## config.mk

```make
export PLATFORM = sky130hd
export DESIGN_NAME = wrr_scheduler
export DESIGN_NICKNAME = d
export VERILOG_FILES = /design/src/rtl/wrr_scheduler.sv
export SDC_FILE = /design/constraint.sdc
export NUM_CORES = 1
export LEC_CHECK = 0
export CORE_MARGIN = 5
export CORE_UTILIZATION = 40
export DETAILED_ROUTE_END_ITERATION = 8
export SLEW_MARGIN = 20
export SYNTH_ARGS = -nofsm -noshare
export SYNTH_HDL_FRONTEND = slang
export SYNTH_SLANG_ARGS = --single-unit
```

## constraint.sdc

```tcl
create_clock -name CLK -period 3.1 [get_ports CLK]
set_input_delay 0.62 -clock CLK [delete_from_list [all_inputs] [get_ports CLK]]
set_output_delay 0.62 -clock CLK [all_outputs]
set_load 0.05 [all_outputs]
```

## src/rtl/wrr_scheduler.sv

```systemverilog
// wrr_scheduler: weighted round-robin pop scheduler for the four class FIFOs.
// Each queue receives up to W[i] consecutive pops per round; pause holds all pops.
// Build macro WRR_STRICT0_EN: queue 0 gets strict priority and leaves the rotation.
module wrr_scheduler #(
  parameter int WW = 4
) (
  input  logic          CLK,
  input  logic          RESET,
  input  logic [3:0]    empty,
  input  logic          pause,
  input  logic          cfg_wr,
  input  logic [1:0]    cfg_sel,
  input  logic [WW-1:0] cfg_weight,
  output logic [3:0]    pop,
  output logic          valid,
  output logic [1:0]    grant_id,
  output logic          idle
);

  typedef enum logic [1:0] {
    S_IDLE   = 2'd0,
    S_SERVE  = 2'd1,
    S_RELOAD = 2'd2
  } state_t;

  state_t        state, state_nxt;
  logic [1:0]    ptr, ptr_nxt;
  logic [WW-1:0] weight [4];
  logic [WW-1:0] credit [4];
  logic [3:0]    elig;
  logic [3:0]    elig_cr;
  logic [3:0]    adv_mask;
  logic          any_elig;
  logic          strict_hit;
  logic [2:0]    idle_pick;
  logic [2:0]    adv_pick;
  logic [3:0]    pop_c;
  logic          cr_dec;
  logic          cr_clr;
  logic          cr_load;
  logic          vld_p1;

  // First set bit of mask scanning start, start+1, ... (mod 4); MSB of result is "found".
  function automatic logic [2:0] pick_from(input logic [3:0] mask, input logic [1:0] start);
    logic [1:0] idx;
    pick_from = 3'b000;
    for (int k = 3; k >= 0; k--) begin
      idx = start + 2'(k);
      if (mask[idx]) pick_from = {1'b1, idx};
    end
  endfunction

  // Credit decrement clamped at zero so the counter can never wrap.
  function automatic logic [WW-1:0] credit_dec_sat(input logic [WW-1:0] c);
    credit_dec_sat = (c == '0) ? '0 : c - WW'(1);
  endfunction

  // Eligibility masks for the rotation and the candidate picks for IDLE and advance.
  always_comb begin
    for (int i = 0; i < 4; i++) begin
      elig[i]    = !empty[i] && (weight[i] != '0);
      elig_cr[i] = elig[i] && (credit[i] != '0);
    end
`ifdef WRR_STRICT0_EN
    strict_hit = elig[0];
    elig[0]    = 1'b0;
    elig_cr[0] = 1'b0;
`else
    strict_hit = 1'b0;
`endif
    any_elig  = |elig;
    adv_mask  = elig_cr & ~(4'b0001 << ptr);
    idle_pick = pick_from(elig_cr, ptr);
    adv_pick  = pick_from(adv_mask, ptr + 2'd1);
  end

  // Next-state, pop selection and credit update requests.
  always_comb begin
    state_nxt = state;
    ptr_nxt   = ptr;
    pop_c     = '0;
    cr_dec    = 1'b0;
    cr_clr    = 1'b0;
    cr_load   = 1'b0;
    case (state)
      S_IDLE: begin
        if (strict_hit && !pause) begin
          pop_c = 4'b0001;
        end else if (idle_pick[2]) begin
          state_nxt = S_SERVE;
          ptr_nxt   = idle_pick[1:0];
        end else if (any_elig) begin
          state_nxt = S_RELOAD;
        end
      end
      S_SERVE: begin
        if (!pause) begin
          if (strict_hit) begin
            pop_c = 4'b0001;
          end else begin
            if (elig_cr[ptr]) begin
              pop_c[ptr] = 1'b1;
              cr_dec     = 1'b1;
            end else begin
              // Queue ran dry or was disabled: forfeit what is left and move on.
              cr_clr = 1'b1;
            end
            if (!elig_cr[ptr] || credit[ptr] == WW'(1)) begin
              if (adv_pick[2]) begin
                ptr_nxt = adv_pick[1:0];
              end else if (any_elig) begin
                state_nxt = S_RELOAD;
              end else begin
                state_nxt = S_IDLE;
              end
            end
          end
        end
      end
      S_RELOAD: begin
        cr_load   = 1'b1;
        state_nxt = S_IDLE;
      end
      default: state_nxt = S_IDLE;
    endcase
  end

  // Control registers: FSM state, service pointer and the read-data valid marker.
  always_ff @(posedge CLK or posedge RESET) begin
    if (RESET) begin
      state  <= S_IDLE;
      ptr    <= '0;
      vld_p1 <= 1'b0;
    end else begin
      state  <= state_nxt;
      ptr    <= ptr_nxt;
      vld_p1 <= |pop_c;
    end
  end

  // Weights and credits; a reload samples the weights as they were before this edge.
  always_ff @(posedge CLK or posedge RESET) begin
    if (RESET) begin
      for (int i = 0; i < 4; i++) begin
        weight[i] <= WW'(1);
        credit[i] <= WW'(1);
      end
    end else begin
      if (cfg_wr) weight[cfg_sel] <= cfg_weight;
      if (cr_load) begin
        for (int i = 0; i < 4; i++) credit[i] <= weight[i];
      end else if (cr_dec) begin
        credit[ptr] <= credit_dec_sat(credit[ptr]);
      end else if (cr_clr) begin
        credit[ptr] <= '0;
      end
    end
  end

  assign pop      = RESET ? 4'b0000 : pop_c;
  assign valid    = vld_p1;
  assign grant_id = ptr;
  assign idle     = (state == S_IDLE);

endmodule

```

==> qor_table.md <==
| Quantity | Reported | Unit |
| --- | --- | --- |
| Status | completed | - |
| Worst endpoint required time | 2480 | ps |
| Number of nets still failing antenna checks after routing | 0 | - |
| Area grow syn2layout | 23.29 | % |
| Remaining routing DRC violations | 0 | - |
| Most frequent cells in the layout | 29 x sky130_fd_sc_hd__dfrtp_1, 20 x sky130_fd_sc_hd__buf_4, 18 x sky130_fd_sc_hd__a21oi_1 | - |
| Final period demand of the worst path | 3006 | ps |
| FP Rows | 27 | - |
| Drt via density | 5.864 | - |
| Clock transition at the registers of the reported paths | 80 | ps |
| Initial DRT Pass Iterations | 4 | - |
| Fraction of the cycle the final worst path needs | 96.98 | % |
| Non-filler cells, final | 338 | - |
| TritonCTS clock tree | built | - |
| Final Hold Violating Endpoints | 0 | - |
| Clock buffers created by TritonCTS | 5 | - |
| Startpoint type of the worst setup path | register | - |
| Maximum capacitance violations | 0 | - |
| Effective utilization at floorplan | 41.68 | % |
| Capturing instance or port of the critical path | pop[0] | - |
| Register-to-register path setup slack | 410 | ps |
| Min setup slack post-route | 93.58 | ps |
| Xor-xnor portion of the synthesized cell area | 0 | % |
| Share of final-layout standard cells stronger than drive strength 1 | 29.70 | % |
| Data arrival time of the critical path | 2390 | ps |
| Worst setup path startpoint | weight[12]$_DFFE_PP1P_ | - |
| Yosys warnings | 0 | - |
| Total of flip-flops plus latches after synthesis | 37 | - |
| Clock sinks | 37 | - |
| Max H-tree Level | 2 | - |
| Most common library cell in the layout ignoring fill and taps | sky130_fd_sc_hd__dfrtp_1 | - |
| Number of antenna violations at the first check in global routing | 0 | - |
| Total power after layout | 2.639 | mW |
| Worst-case clock buffer depth | 2 | - |
| Largest family of logic cells by synthesized area | compound AO/OA/AOI/OAI gates | - |
| Detailed Place HPWL | 4781 | µm |
| Crit. End Element | primary output | - |
| Number of DRC violations after detailed-routing iteration 0 | 189 | - |
| Seq/Total Area, Yosys | 40.04 | % |
| Flip-flop cell with the highest count after synthesis | sky130_fd_sc_hd__dfrtp_1 | - |
| Leftover overflow at the end of global routing | 0 | - |
| End of the worst register-to-register path | state[1]$_DFFE_PP0P_ | - |
| Placement-stage cell area | 0.002755 | mm² |
| RD Place Congestion | 0.9029 | - |
| Mean area per synthesized cell | 10.21 | µm² |
| Final routed wirelength across all metal layers | 6182 | µm |
| Path depth of the worst reg2reg path | 6 | - |
| Worst-Margin Slew | 744.7 | ps |
| Vias in the first global route | 1877 | - |
| Number of antenna diodes | 0 | - |
| DP Worst Slack | -110.1 | ps |
| Max FO, Critical Path | 4 | - |
| Placeable core region | 0.005608 | mm² |
| Leakage dissipation | 1.144 | nW |
| Peak clock frequency supported by timing | 0.3326 | GHz |
| Die X | 86.44 | µm |
| Worst voltage drop across the vdd grid | 0.4624 | mV |
| Adder-cell area share of the yosys netlist | 2.141 | % |
| Count of placed standard cells including taps | 328 | - |
| Root buffer cell | sky130_fd_sc_hd__clkbuf_8 | - |
| Wire per inst | 18.29 | µm |
| GRT Resource Usage Total | 17.52 | % |
| Count of different cell masters after synthesis | 47 | - |
| Final net count | 283 | - |
| Cells after synthesis | 229 | - |
| Number of input and output port buffers inserted | 21 | - |
| Post-Syn Nets | 247 | - |
| Netlist area before placement | 0.002337 | mm² |
| Hold buffers post-CTS | 0 | - |
| Pwr dens | 916.0 | mW/mm² |
| Multiplexer area fraction after synthesis | 13.97 | % |
| Final count of negative-setup-slack endpoints | 0 | - |
| Crit Path Category | register to primary output | - |
| Via count | 1982 | - |
| Simple-gate share of the synthesized area | 19.38 | % |
| Die Area | 0.007472 | mm² |
| Normalized max-slew margin | 49.89 | % |
| Wire length of the first global-routing pass | 10150 | µm |
| Maximum number of pins on one net before global-route repair | 38 | - |
| Synth Area in Compound Gates | 21.15 | % |
| Clock tree skew after final layout | 9.116 | ps |
| Worst R2R Start | credit[5]$_DFFE_PP0P_ | - |
| Number of flops mapped to enable cells by yosys | 0 | - |
| Worst hold path type | register to register | - |
| Fin area | 0.002882 | mm² |
| Die Span Y | 86.44 | µm |
| Number of top-level pins | 22 | - |
| Final Max Slew Viols | 0 | - |
| Clk_lat worst skew | 290 | ps |
| Share of synthesized registers carrying an async set or reset | 100.0 | % |
[synth_stat cells, types with 7 or more instances]
master | number | share of area (%)
sky130_fd_sc_hd__nand2_1 | 15 | 2.4
sky130_fd_sc_hd__mux2_2 | 16 | 7.7
sky130_fd_sc_hd__dfstp_2 | 8 | 9.0
sky130_fd_sc_hd__clkbuf_1 | 7 | 1.1
sky130_fd_sc_hd__o21ai_0 | 13 | 2.8
sky130_fd_sc_hd__nor4_1 | 12 | 3.2
sky130_fd_sc_hd__nor3_1 | 10 | 2.1
sky130_fd_sc_hd__o21ai_1 | 9 | 1.9
sky130_fd_sc_hd__nor2_1 | 9 | 1.4
sky130_fd_sc_hd__a21oi_1 | 18 | 3.9
sky130_fd_sc_hd__dfrtp_1 | 29 | 31
[layout make-up]
class	instances	area (µm²)
fill	558	2726
multi-input combinational	176	1360
sequential	37	935.9
timing repair buffer	41	395.4
tap	72	90.09
clock buffer	7	76.32
inverter	4	15.01
clock inverter	1	8.758
[stage by stage]
stage,setup TNS (ps),util (%),hold slack [ps]
finish,0,51.38,494.5
global route,-7.546,51.38,519.5
CTS,0,51.00,500.2
detailed placement,-429.7,49.13,489.6
global placement,-383.1,49.13,488.6
floorplan,0,-,449.2
[worst min-delay path by stage]
stage | endpoint | from | slack [ps] | depth (start not counted)
6_report | credit[12]$_DFFE_PP1P_ | credit[12]$_DFFE_PP1P_ | 490 | 2
5_1_grt | credit[8]$_DFFE_PP1P_ | credit[8]$_DFFE_PP1P_ | 520 | 2
4_1_cts | credit[12]$_DFFE_PP1P_ | credit[12]$_DFFE_PP1P_ | 500 | 2
3_5_place_dp | credit[12]$_DFFE_PP1P_ | credit[12]$_DFFE_PP1P_ | 490 | 2
3_3_place_gp | credit[4]$_DFFE_PP1P_ | credit[4]$_DFFE_PP1P_ | 490 | 2
2_1_floorplan | credit[0]$_DFFE_PP1P_ | credit[0]$_DFFE_PP1P_ | 450 | 2
[flip-flops by register name, summed over array words and instances, names as in the netlist]
signal    flops
state         2
credit       16
valid         1
grant_id      2
weight       16
[logic make-up after synthesis]
| kind of cell | after synthesis |
|---|---|
| and+or+nand+nor | 75 |
| AOI/OAI and AO/OA | 74 |
| DFF | 37 |
| muxes | 23 |
| buffers and inverters | 16 |
| adders and majority gates | 4 |
[layer usage]
metal | global-route usage (%) | vias up | wire length, µm
met5 | 0 | - | 0
met4 | 4.958 | 0 | 66
met3 | 2.947 | 6 | 287
met2 | 26.29 | 61 | 2837
met1 | 25.91 | 958 | 2990
li1 | - | 957 | -
[worst max-delay path: stages (launching register included)]
cell and delay (ps):
sky130_fd_sc_hd__dfstp_2 580, sky130_fd_sc_hd__nor4_4 60, sky130_fd_sc_hd__or3_1 370, sky130_fd_sc_hd__mux4_2 510
sky130_fd_sc_hd__nand2b_4 180, sky130_fd_sc_hd__nor2_4 110, sky130_fd_sc_hd__and2_4 160, sky130_fd_sc_hd__buf_12 130
[what timing repair did]
item                       4_1_cts  5_1_grt
buffers inserted                 1        1
gates resized for setup         11        2
pin swaps                        5        5
setup endpoints to repair        4        4
[where the power goes]
part | internal [mW] | switching, mW | total [mW] | leakage (nW)
logic | 0.657 | 0.866 | 1.52 | 0.649
clock network | 0.160 | 0.168 | 0.328 | 0.0424
registers | 0.644 | 0.144 | 0.788 | 0.452
total | 1.46 | 1.18 | 2.64 | 1.14
(Power assumes the default switching activity.)
